===== config.mk =====
export PLATFORM = sky130hd
export DESIGN_NAME = uart_tx_core
export DESIGN_NICKNAME = d
export VERILOG_FILES = /design/src/rtl/uart_pkg.sv /design/src/rtl/uart_baud_tick.sv /design/src/rtl/uart_tx_core.sv
export SDC_FILE = /design/constraint.sdc
export NUM_CORES = 1
export LEC_CHECK = 0
export BUFFER_PORTS_ARGS = -buffer_cell sky130_fd_sc_hd__buf_2
export CAP_MARGIN = 10
export CORE_UTILIZATION = 55
export CTS_BUF_LIST = sky130_fd_sc_hd__clkbuf_16
export CTS_CLUSTER_DIAMETER = 40
export CTS_CLUSTER_SIZE = 16
export DETAILED_ROUTE_END_ITERATION = 8
export PLACE_DENSITY = 0.73
export REMOVE_ABC_BUFFERS = 1
export SLEW_MARGIN = 20
export SYNTH_ARGS = -nofsm -noshare
export SYNTH_HDL_FRONTEND = slang
export SYNTH_SLANG_ARGS = --single-unit

===== constraint.sdc =====
create_clock -name clk -period 2.3 [get_ports clk]
set_clock_uncertainty 0.15 [all_clocks]
set_input_delay 0.23 -clock clk [delete_from_list [all_inputs] [get_ports clk]]
set_output_delay 0.23 -clock clk [all_outputs]
set_load 0.05 [all_outputs]

===== src/rtl/uart_pkg.sv =====
// Shared constants and baud-divisor helpers for the UART transmitter.
// Divisors are derived from the system clock so CLK_HZ retargets the whole table.
package uart_pkg;

   localparam int BIT_COUNT = 8;
   localparam int DIV_W     = 13;

   localparam logic [2:0] IDLE   = 3'd0;
   localparam logic [2:0] START  = 3'd1;
   localparam logic [2:0] DATA   = 3'd2;
   localparam logic [2:0] PARITY = 3'd3;
   localparam logic [2:0] STOP   = 3'd4;

   function automatic int baud_rate(input logic [2:0] sel);
      int baud;
      case (sel)
         3'd0:    baud = 115_200;
         3'd1:    baud = 230_400;
         3'd2:    baud = 460_800;
         3'd3:    baud = 921_600;
         3'd4:    baud = 1_000_000;
         3'd5:    baud = 2_000_000;
         3'd6:    baud = 9_600;
         default: baud = 19_200;
      endcase
      return baud;
   endfunction

   // Rounded to nearest, so 460800 baud at 50 MHz gives 109 rather than 108.
   function automatic logic [DIV_W-1:0] baud_div(input int clk_hz, input logic [2:0] sel);
      int baud;
      baud = baud_rate(sel);
      return DIV_W'((clk_hz + baud / 2) / baud);
   endfunction

endpackage


===== src/rtl/uart_baud_tick.sv =====
// Loadable down-counter: after load, emits a one-clock tick every div clocks while en is high.
module uart_baud_tick
   import uart_pkg::*;
#(
   parameter int WIDTH = DIV_W
) (
   input  logic             clk,
   input  logic             rst_n,
   input  logic             load,
   input  logic [WIDTH-1:0] div,
   input  logic             en,
   output logic             tick
);

   logic [WIDTH-1:0] cnt;
   logic [WIDTH-1:0] reload;

   assign tick = en && (cnt == '0);

   // NOTE: sequential state uses non-blocking assignments only, so every flop samples pre-edge values.
   always_ff @(posedge clk or posedge rst_n) begin
      if (rst_n) begin
         cnt    <= '0;
         reload <= '0;
      end else if (load) begin
         cnt    <= div - WIDTH'(1);
         reload <= div - WIDTH'(1);
      end else if (en) begin
         cnt <= tick ? reload : cnt - WIDTH'(1);
      end
   end

endmodule


===== src/rtl/uart_tx_core.sv =====
// 8N1 UART transmitter, LSB first, runtime baud select; rst_n is active-high despite its name.
// Define UART_TX_PARITY_EN to insert an even-parity bit between data bit 7 and stop.
module uart_tx_core
   import uart_pkg::*;
#(
   parameter int CLK_HZ = 50_000_000
) (
   input  logic       clk,
   input  logic       rst_n,
   input  logic       start,
   input  logic [2:0] baud_sel,
   input  logic [7:0] data,
   output logic       ready,
   output logic       tx,
   output logic       busy
);

   logic [2:0]       state;
   logic [7:0]       shreg;
   logic [2:0]       bit_idx;
   logic             tx_q;
   logic             busy_q;
   logic             ready_q;
   logic             tick;
   logic             accept;
   logic [DIV_W-1:0] div_lut [8];
`ifdef UART_TX_PARITY_EN
   logic             parity_q;
`endif

   for (genvar g = 0; g < 8; g++) begin : g_div
      assign div_lut[g] = baud_div(CLK_HZ, 3'(g));
   end

   assign accept = (state == IDLE) && start;

   uart_baud_tick #(.WIDTH(DIV_W)) u_baud_tick (
      .clk   (clk),
      .rst_n (rst_n),
      .load  (accept),
      .div   (div_lut[baud_sel]),
      .en    (busy_q),
      .tick  (tick)
   );

   // NOTE: the byte buffer is reset along with the control state; it is a single register, not a memory.
   always_ff @(posedge clk or posedge rst_n) begin
      if (rst_n) begin
         state   <= IDLE;
         shreg   <= '0;
         bit_idx <= '0;
         tx_q    <= 1'b1;
         busy_q  <= 1'b0;
         ready_q <= 1'b1;
`ifdef UART_TX_PARITY_EN
         parity_q <= 1'b0;
`endif
      end else begin
         case (state)
            IDLE: begin
               if (start) begin
                  shreg   <= data;
                  bit_idx <= '0;
                  tx_q    <= 1'b0;
                  busy_q  <= 1'b1;
                  ready_q <= 1'b0;
                  state   <= START;
`ifdef UART_TX_PARITY_EN
                  parity_q <= ^data;
`endif
               end
            end
            START: begin
               if (tick) begin
                  tx_q  <= shreg[0];
                  state <= DATA;
               end
            end
            DATA: begin
               if (tick) begin
                  if (bit_idx == 3'(BIT_COUNT - 1)) begin
`ifdef UART_TX_PARITY_EN
                     tx_q  <= parity_q;
                     state <= PARITY;
`else
                     tx_q  <= 1'b1;
                     state <= STOP;
`endif
                  end else begin
                     bit_idx <= bit_idx + 3'd1;
                     tx_q    <= shreg[bit_idx + 3'd1];
                  end
               end
            end
`ifdef UART_TX_PARITY_EN
            PARITY: begin
               if (tick) begin
                  tx_q  <= 1'b1;
                  state <= STOP;
               end
            end
`endif
            STOP: begin
               // start is deliberately not looked at here, even on the closing tick.
               if (tick) begin
                  tx_q    <= 1'b1;
                  busy_q  <= 1'b0;
                  ready_q <= 1'b1;
                  state   <= IDLE;
               end
            end
            default: begin
               tx_q    <= 1'b1;
               busy_q  <= 1'b0;
               ready_q <= 1'b1;
               state   <= IDLE;
            end
         endcase
      end
   end

   assign tx    = tx_q;
   assign busy  = busy_q;
   assign ready = ready_q;

endmodule


### After elaboration in Yosys (flattened, before gate mapping)

Memory sizes are Yosys's and may differ from the RTL's.
Index checks and enable logic that the tools add are counted.

* bits in registers: 43
* ROM bits: 104
* input bits: 14
* output and inout port bits: 3
* word-level logic and storage cells: 65
* memories kept: 1

Memory list
* (name not given): words 8, width 13, rd ports 1, clocked after memory_dff 0, wr ports 0, RTL line uart_tx_core.sv:41 `.div (div_lut[baud_sel]),`

* add/sub/neg operators: 3
* order comparisons: 2
* eq/ne operators: 10
* muxes and demuxes: 27
* bitwise operators: 2
* reduce and logical (&&, ||, !) cells: 12

Operators by type and width (count)
* 2-to-1 mux 13 bit: 5
* subtractor 13 x 1 -> 13 bit (second input constant): 2
* 2-to-1 mux 3 bit: 8
* zero test 13 bit: 1
* one-hot mux 3 bit (4 select lines): 1
* 2-to-1 mux 1 bit: 8
* AND reduction 4 bit: 2
* equality test 3 bit (second input constant): 2
* != test 2 x 1 -> 1 bit (second input constant): 3
* != test 2 bit (second input constant): 3
* one-hot mux 1 bit (3 select lines): 2
* one-hot mux 3 bit (2 select lines): 1
* AND reduction 5 bit: 1
* >= comparator 4 bit (second input constant): 1
* < comparator 3 x 4 -> 1 bit (second input constant): 1
* NOT 3 -> 4 bit: 1
* one-hot mux 1 bit (4 select lines): 1
* nonzero test 2 bit: 2
* adder 3 x 1 -> 3 bit (second input constant): 1
* binary-select mux 1 bit (select 3 bit): 1
* equality test 3 x 1 -> 1 bit (second input constant): 1
* equality test 3 x 2 -> 1 bit (second input constant): 1
* zero test 3 bit: 1
* AND reduction 3 bit: 1
* 4 further kinds: 5

### Depth between registers and ports, before layout

* depth in word-level cells: 6
* depth in mapped cells: 8

### Modules after synthesis

Synthesis repeated with hierarchy kept, for this count alone.

* cells, all modules: 308
* area, all modules: 2746.4 µm²

Modules (own cells, without submodules)
* uart_baud_tick: times used 1, cells an instance 184, area an instance 1676.6 µm², sequential area each 650.6 µm²
* uart_tx_core: times used 1, cells an instance 124, area an instance 1069.8 µm², sequential area each 427.9 µm²

### Least setup slack after synthesis

No wires, ideal clock.

* path kind: reg2reg
* start: register busy_q, in the netlist busy
* end: register u_baud_tick.cnt[3]
* data arrival time: 1.851 ns
* data required time: 2.024 ns
* setup slack: 0.173 ns
* cell stages (with the launch flop): 5
* buffers on the path: 1
* clock period less this slack: 2.127 ns
* cell sequence: dfrtp_1 -> clkbuf_1 -> or4b_2 -> a221oi_1 -> nor2_1

* longest elaborated chain between the ends: 4

Ends and longest elaborated chain
* start: declaration: RTL line uart_tx_core.sv:22 `logic busy_q;`
* start signal: assignment: RTL line uart_tx_core.sv:53 `busy_q <= 1'b0;`
* start signal: assignment: RTL line uart_tx_core.sv:65 `busy_q <= 1'b1;`
* start signal: assignment: RTL line uart_tx_core.sv:107 `busy_q <= 1'b0;`
* logical AND 1 bit: RTL line uart_baud_tick.sv:18 `assign tick = en && (cnt == '0);`
* 2-to-1 mux 13 bit: RTL line uart_baud_tick.sv:29 `cnt <= tick ? reload : cnt - WIDTH'(1);`
* 2-to-1 mux 13 bit: RTL line uart_baud_tick.sv:28 `end else if (en) begin`
* 2-to-1 mux 13 bit: RTL line uart_baud_tick.sv:25 `end else if (load) begin`
* end signal: assignment: RTL line uart_baud_tick.sv:26 `cnt <= div - WIDTH'(1);`
* end signal: assignment: RTL line uart_baud_tick.sv:29
* end: declaration: RTL line uart_baud_tick.sv:15 `logic [WIDTH-1:0] cnt;`

Several ways; a longest one is shown, not always the timed one. The select of a mux whose other input is x is not followed.
A chain may end at the register's enable or synchronous reset.

### Worst setup path after layout

* start: register bit_idx[0]
* end: register tx_q, in the netlist tx

* longest elaborated chain between the ends: 6

Ends and longest elaborated chain
* start: declaration: RTL line uart_tx_core.sv:20 `logic [2:0] bit_idx;`
* start signal: assignment: RTL line uart_tx_core.sv:90 `bit_idx <= bit_idx + 3'd1;`
* adder 3 x 1 -> 3 bit: RTL line uart_tx_core.sv:91 `tx_q <= shreg[bit_idx + 3'd1];`
* binary-select mux 1 bit (select 3 bit): RTL line uart_tx_core.sv:91
* 2-to-1 mux 1 bit (not written as such): RTL line uart_tx_core.sv:91
* 2-to-1 mux 1 bit (*): RTL line uart_tx_core.sv:81 `if (bit_idx == 3'(BIT_COUNT - 1)) begin`
* 2-to-1 mux 1 bit (*): RTL line uart_tx_core.sv:80 `if (tick) begin`
* one-hot mux 1 bit (4 select lines) (*): RTL line uart_tx_core.sv:59 `case (state)`
* end signal: assignment: RTL line uart_tx_core.sv:75 `tx_q <= shreg[0];`
* end signal: assignment: RTL line uart_tx_core.sv:91
* end: declaration: RTL line uart_tx_core.sv:21 `logic tx_q;`

Mark *: on every way between the ends. The rest lies on a longest branch, timed or not. The select of a mux whose other input is x is not followed.

==> reports/metrics.sh <==
FINALHOLDVIOLATIONS=0
CTS-HTREE-LEVELS=2
IRDROPWORSTVDD_uV=467
NET_SW_FRAC=0.364
CLK_PIN_SLEW_WORST_PATHS_NS=0.06
YS_SEQ_ELEMENTS=43
ANTENNA-DIODE-COUNT=0
REMAINING_DRC_ERRORS=0
CP-START-KIND='flip-flop'
DP_CELLS=400
PIN_COUNT_OF_THE_BIGGEST_NET_ENTERING_GLOBAL_ROUTING=21
POST_SYNTH_NUM_CELL_TYPES=58
FIRST_GLOBAL_VIAS=2251
TIMING.CRITICAL_PATH.MAX_DELAY_FAMILY='multiplexers'
POWER.CLOCK.FRACTION=0.236
GLOBALROUTE.TOTALOVERFLOW=0
DRT_FIRST_ITER_VIOLATIONS=117
TRITONCTS_BUFFER_COUNT=5
ANTENNA_FOUND_INITIAL=0
FF_LATCH_AREA_SQ_MM=0.00108
MULTI_INPUT_COMB_AREA_SQ_MM=0.00158
INSERTION_DELAY_NS=0.28
LARGEST_BUFFER_COUNT_ON_ANY_CLOCK_PATH=2
CTS_TREE='built'
IO_PINS=17
DR.PASS1.ITERS=4
WORST_EP_ARRIVAL_TIME_NS=2.22
ROW_COUNT=25
SYNTH_WARNINGS=0
CRITICAL_PATH_PEAK_FANOUT=5
GRT_FIRST_PASS_WIRELENGTH_UM=10700
WL_PER_CELL_UM=15.3
SHARE_OF_LAYOUT_CELLS_ABOVE_DRIVE_STRENGTH_1=0.177
FINALHOLDWORSTSLACK_NS=0.138
LEAKAGE_POWER_nW=1.58
POWER.DENSITY_CELL_AREA_mW_PER_MM2=1030
SEQ_AREA_FRAC_SYNTH=0.391
FINALMAXSLEWVIOLATIONS=0
DIEAREA_SQ_MM=0.00530
CLOCKROOTBUFFER='sky130_fd_sc_hd__clkbuf_16'
INTERNAL-POWER_mW=2.16
SETUP-TNS-FINAL_NS=0
TIMING.HOLD.WORST.CLASS='primary input to flip-flop'
PORTION_OF_THE_CLOCK_CYCLE_CONSUMED_BY_THE_WORST_PATH_IN_THE_FINAL_LAYOUT=0.932
CRITICAL_PATH.MOST_COMMON_CELL='sky130_fd_sc_hd__ha_1'
SYN_INST=314
TIMING.CRITICAL_PATH.SLOWEST_CELL_DELAY_NS=0.48
POST_DRT_ANTENNA_NETS=0
AREA_GROWTH_SYN_TO_LAYOUT_PCT=19.0
FINAL.MIN_CLOCK_PERIOD_NS=2.14
DIE_H_UM=72.8
YOSYS_MOST_USED_DFF='sky130_fd_sc_hd__dfrtp_1'
WORST-PATH-BUF-INV=0
PWR-SHARE-SEQ=0.391
SETUP.WORST_PATH.END_CLASS='flip-flop'
LEADING_CELL_TYPE_IN_THE_LAYOUT_FILL_AND_TAPS_EXCLUDED='sky130_fd_sc_hd__nand2_1'
PATH_CLASS='flip-flop to flip-flop'
MOST-COMMON-LAYOUT-CELLS='sky130_fd_sc_hd__nand2_1 (56), sky130_fd_sc_hd__dfrtp_1 (41), sky130_fd_sc_hd__nor2_1 (25)'
SYNTHARSTFLOPSHARE=1.00
CRITICAL-PATH-SLOWEST-CELL='sky130_fd_sc_hd__mux4_2'
TRACK_USAGE=0.265
NUMBER_OF_BUFFERS_INSERTED_BY_PORT_BUFFERING=16
SYNTH-EDFF-COUNT=0
LAYOUT.FILLER_CELLS=382
MAXCAPVIOLATIONS=0
CRIT_PATH_CELL_TRACE='ha_1 -> ha_1 -> mux2i_1 -> mux4_2 -> a21oi_1 -> o32a_1'
SYNTHESIS.AREA_PER_INSTANCE_SQ_UM=8.78
FILLER_FREE_CELL_COUNT_OF_THE_FINISHED_DESIGN=417
ACHIEVABLE-FREQUENCY_GHz=0.466
CTS_POST_SETUP_BUFFERS_INSERTED=0
SINK_COUNT_OF_THE_CLOCK_TREE=43
INITIAL_CELL_DENSITY_OF_THE_CORE=0.576
DETAIL_ROUTED_VIA_COUNT_PER_CELL=5.59
TIMING.SLEW.HEADROOM=0.588
PLACE_HPWL_UM=4530
RESULT_OF_THE_RUN='finished, final reports clean'
NET-SWITCHING-POWER_mW=1.23
WL_UM=6360
FINALWEIGHTEDCONGESTION=0.916
DIE-WIDTH_UM=72.8
NETS=379
GRT_SETUP_UNREPAIRED='no'
NETLIST_AREA_SQ_MM=0.00276
TIMING.CRITICAL_PATH.REQUIRED_NS=2.38
DR_TOTAL_VIAS=2332
MAX_SLEW.WORST_PIN.SLEW_NS=0.613
NUMBER_OF_FAILING_SETUP_ENDPOINTS_IN_THE_FINAL_TIMING_REPORT=0
PWR-SHARE-COMB=0.373
CORE_AREA_SQ_MM=0.00479
kinds of logic after synthesis:
kind of cell | synth area share
buffers and inverters | 0.0395
multiplexers | 0.0495
AND/OR/NAND/NOR | 0.257
adder cells (fa/ha/maj) | 0.0726
flip-flops | 0.391
XOR/XNOR | 0.0349
AO/OA/AOI/OAI | 0.156
synthesized netlist by cell type (all sizes together) (3+ instances only):
library cell / instances / share of area
and3: 3 / 0.0073
a21o: 5 / 0.014
inv: 13 / 0.018
nor4: 6 / 0.024
nor2: 25 / 0.034
or4: 3 / 0.0095
mux2i: 8 / 0.029
and4: 3 / 0.0095
ha: 16 / 0.073
clkbuf: 14 / 0.019
nor2b: 5 / 0.011
o21ai: 17 / 0.031
nand3: 7 / 0.013
nand2: 56 / 0.076
a21oi: 20 / 0.036
xnor2: 10 / 0.032
o31ai: 3 / 0.010
dfrtp: 41 / 0.37
and3b: 3 / 0.0095
a211o: 3 / 0.0095
a31oi: 3 / 0.0068
nor3: 7 / 0.013
nand3b: 4 / 0.011
mux2: 3 / 0.012
area by class of cell:
cell class | count | area share
Clock buffer | 5 | 0.0381
Clock inverter | 3 | 0.0133
Inverter | 13 | 0.0149
Multi-Input combinational cell | 242 | 0.480
Sequential cell | 43 | 0.329
Tap cell | 67 | 0.0255
Timing Repair Buffer | 44 | 0.0991
power groups by stage:
stage                     combinational (mW)  sequential [mW]  clock (mW)
after floorplan                        0.835             1.37           0
after global placement                  1.20             1.31           0
after detailed placement                1.23             1.33           0
after CTS                               1.27             1.32       0.813
after global routing                    1.41             1.36       0.845
final                                   1.26             1.33       0.802
path summary, 6_finish.rpt:
check | start | to | cells after the start | slack, ns
worst max-delay path | bit_idx[0] | tx | 6 | 0.16
worst min-delay path | start | state[0] | 3 | 0.14
worst max register to register | bit_idx[0] | tx | 6 | 0.16
worst min register to register | u_baud_tick.reload[0] | u_baud_tick.reload[0] | 2 | 0.32
max in group asynchronous | rst_n | tx | 4 | 1.05
min in group asynchronous | rst_n | u_baud_tick.reload[1] | 3 | 0.34
metrics by stage:
step	total power [mW]	cell area (sq um)	setup WS, ns	utilization
final	3.39	3280	0.156	0.686
after global placement	2.51	3020	-0.0425	0.630
after detailed placement	2.56	3020	-0.0907	0.630
after CTS	3.40	3280	0.149	0.684
after global routing	3.61	3280	0.0112	0.686
after floorplan	2.21	2700	-0.257	-
registers in the layout, summed over array words and instances (netlist names):
register,flops
tx,1
busy,1
shreg,8
u_baud_tick.cnt,13
ready,1
bit_idx,3
u_baud_tick.reload,13
state,3
what timing repair did:
item / in CTS / in global routing
hold endpoints to repair: 23 / 0
endpoints found under the setup margin: 0 / 2
resized for setup: 0 / 3
hold buffers: 9 / 0
layer usage:
metal	up-vias	track usage	part of all wire	routed length, um
li1	1182	-	-	-
met1	1094	0.360	0.46	2920
met2	50	0.424	0.48	3080
met3	6	0.0552	0.046	295
met4	0	0.0871	0.010	65
met5	-	0	0	0
worst min-delay path: stages:
cell	delay (ns)
sky130_fd_sc_hd__buf_2	0.12
sky130_fd_sc_hd__o21ai_0	0.13
sky130_fd_sc_hd__a21oi_1	0.04
Power figures use the tool's default switching activity.
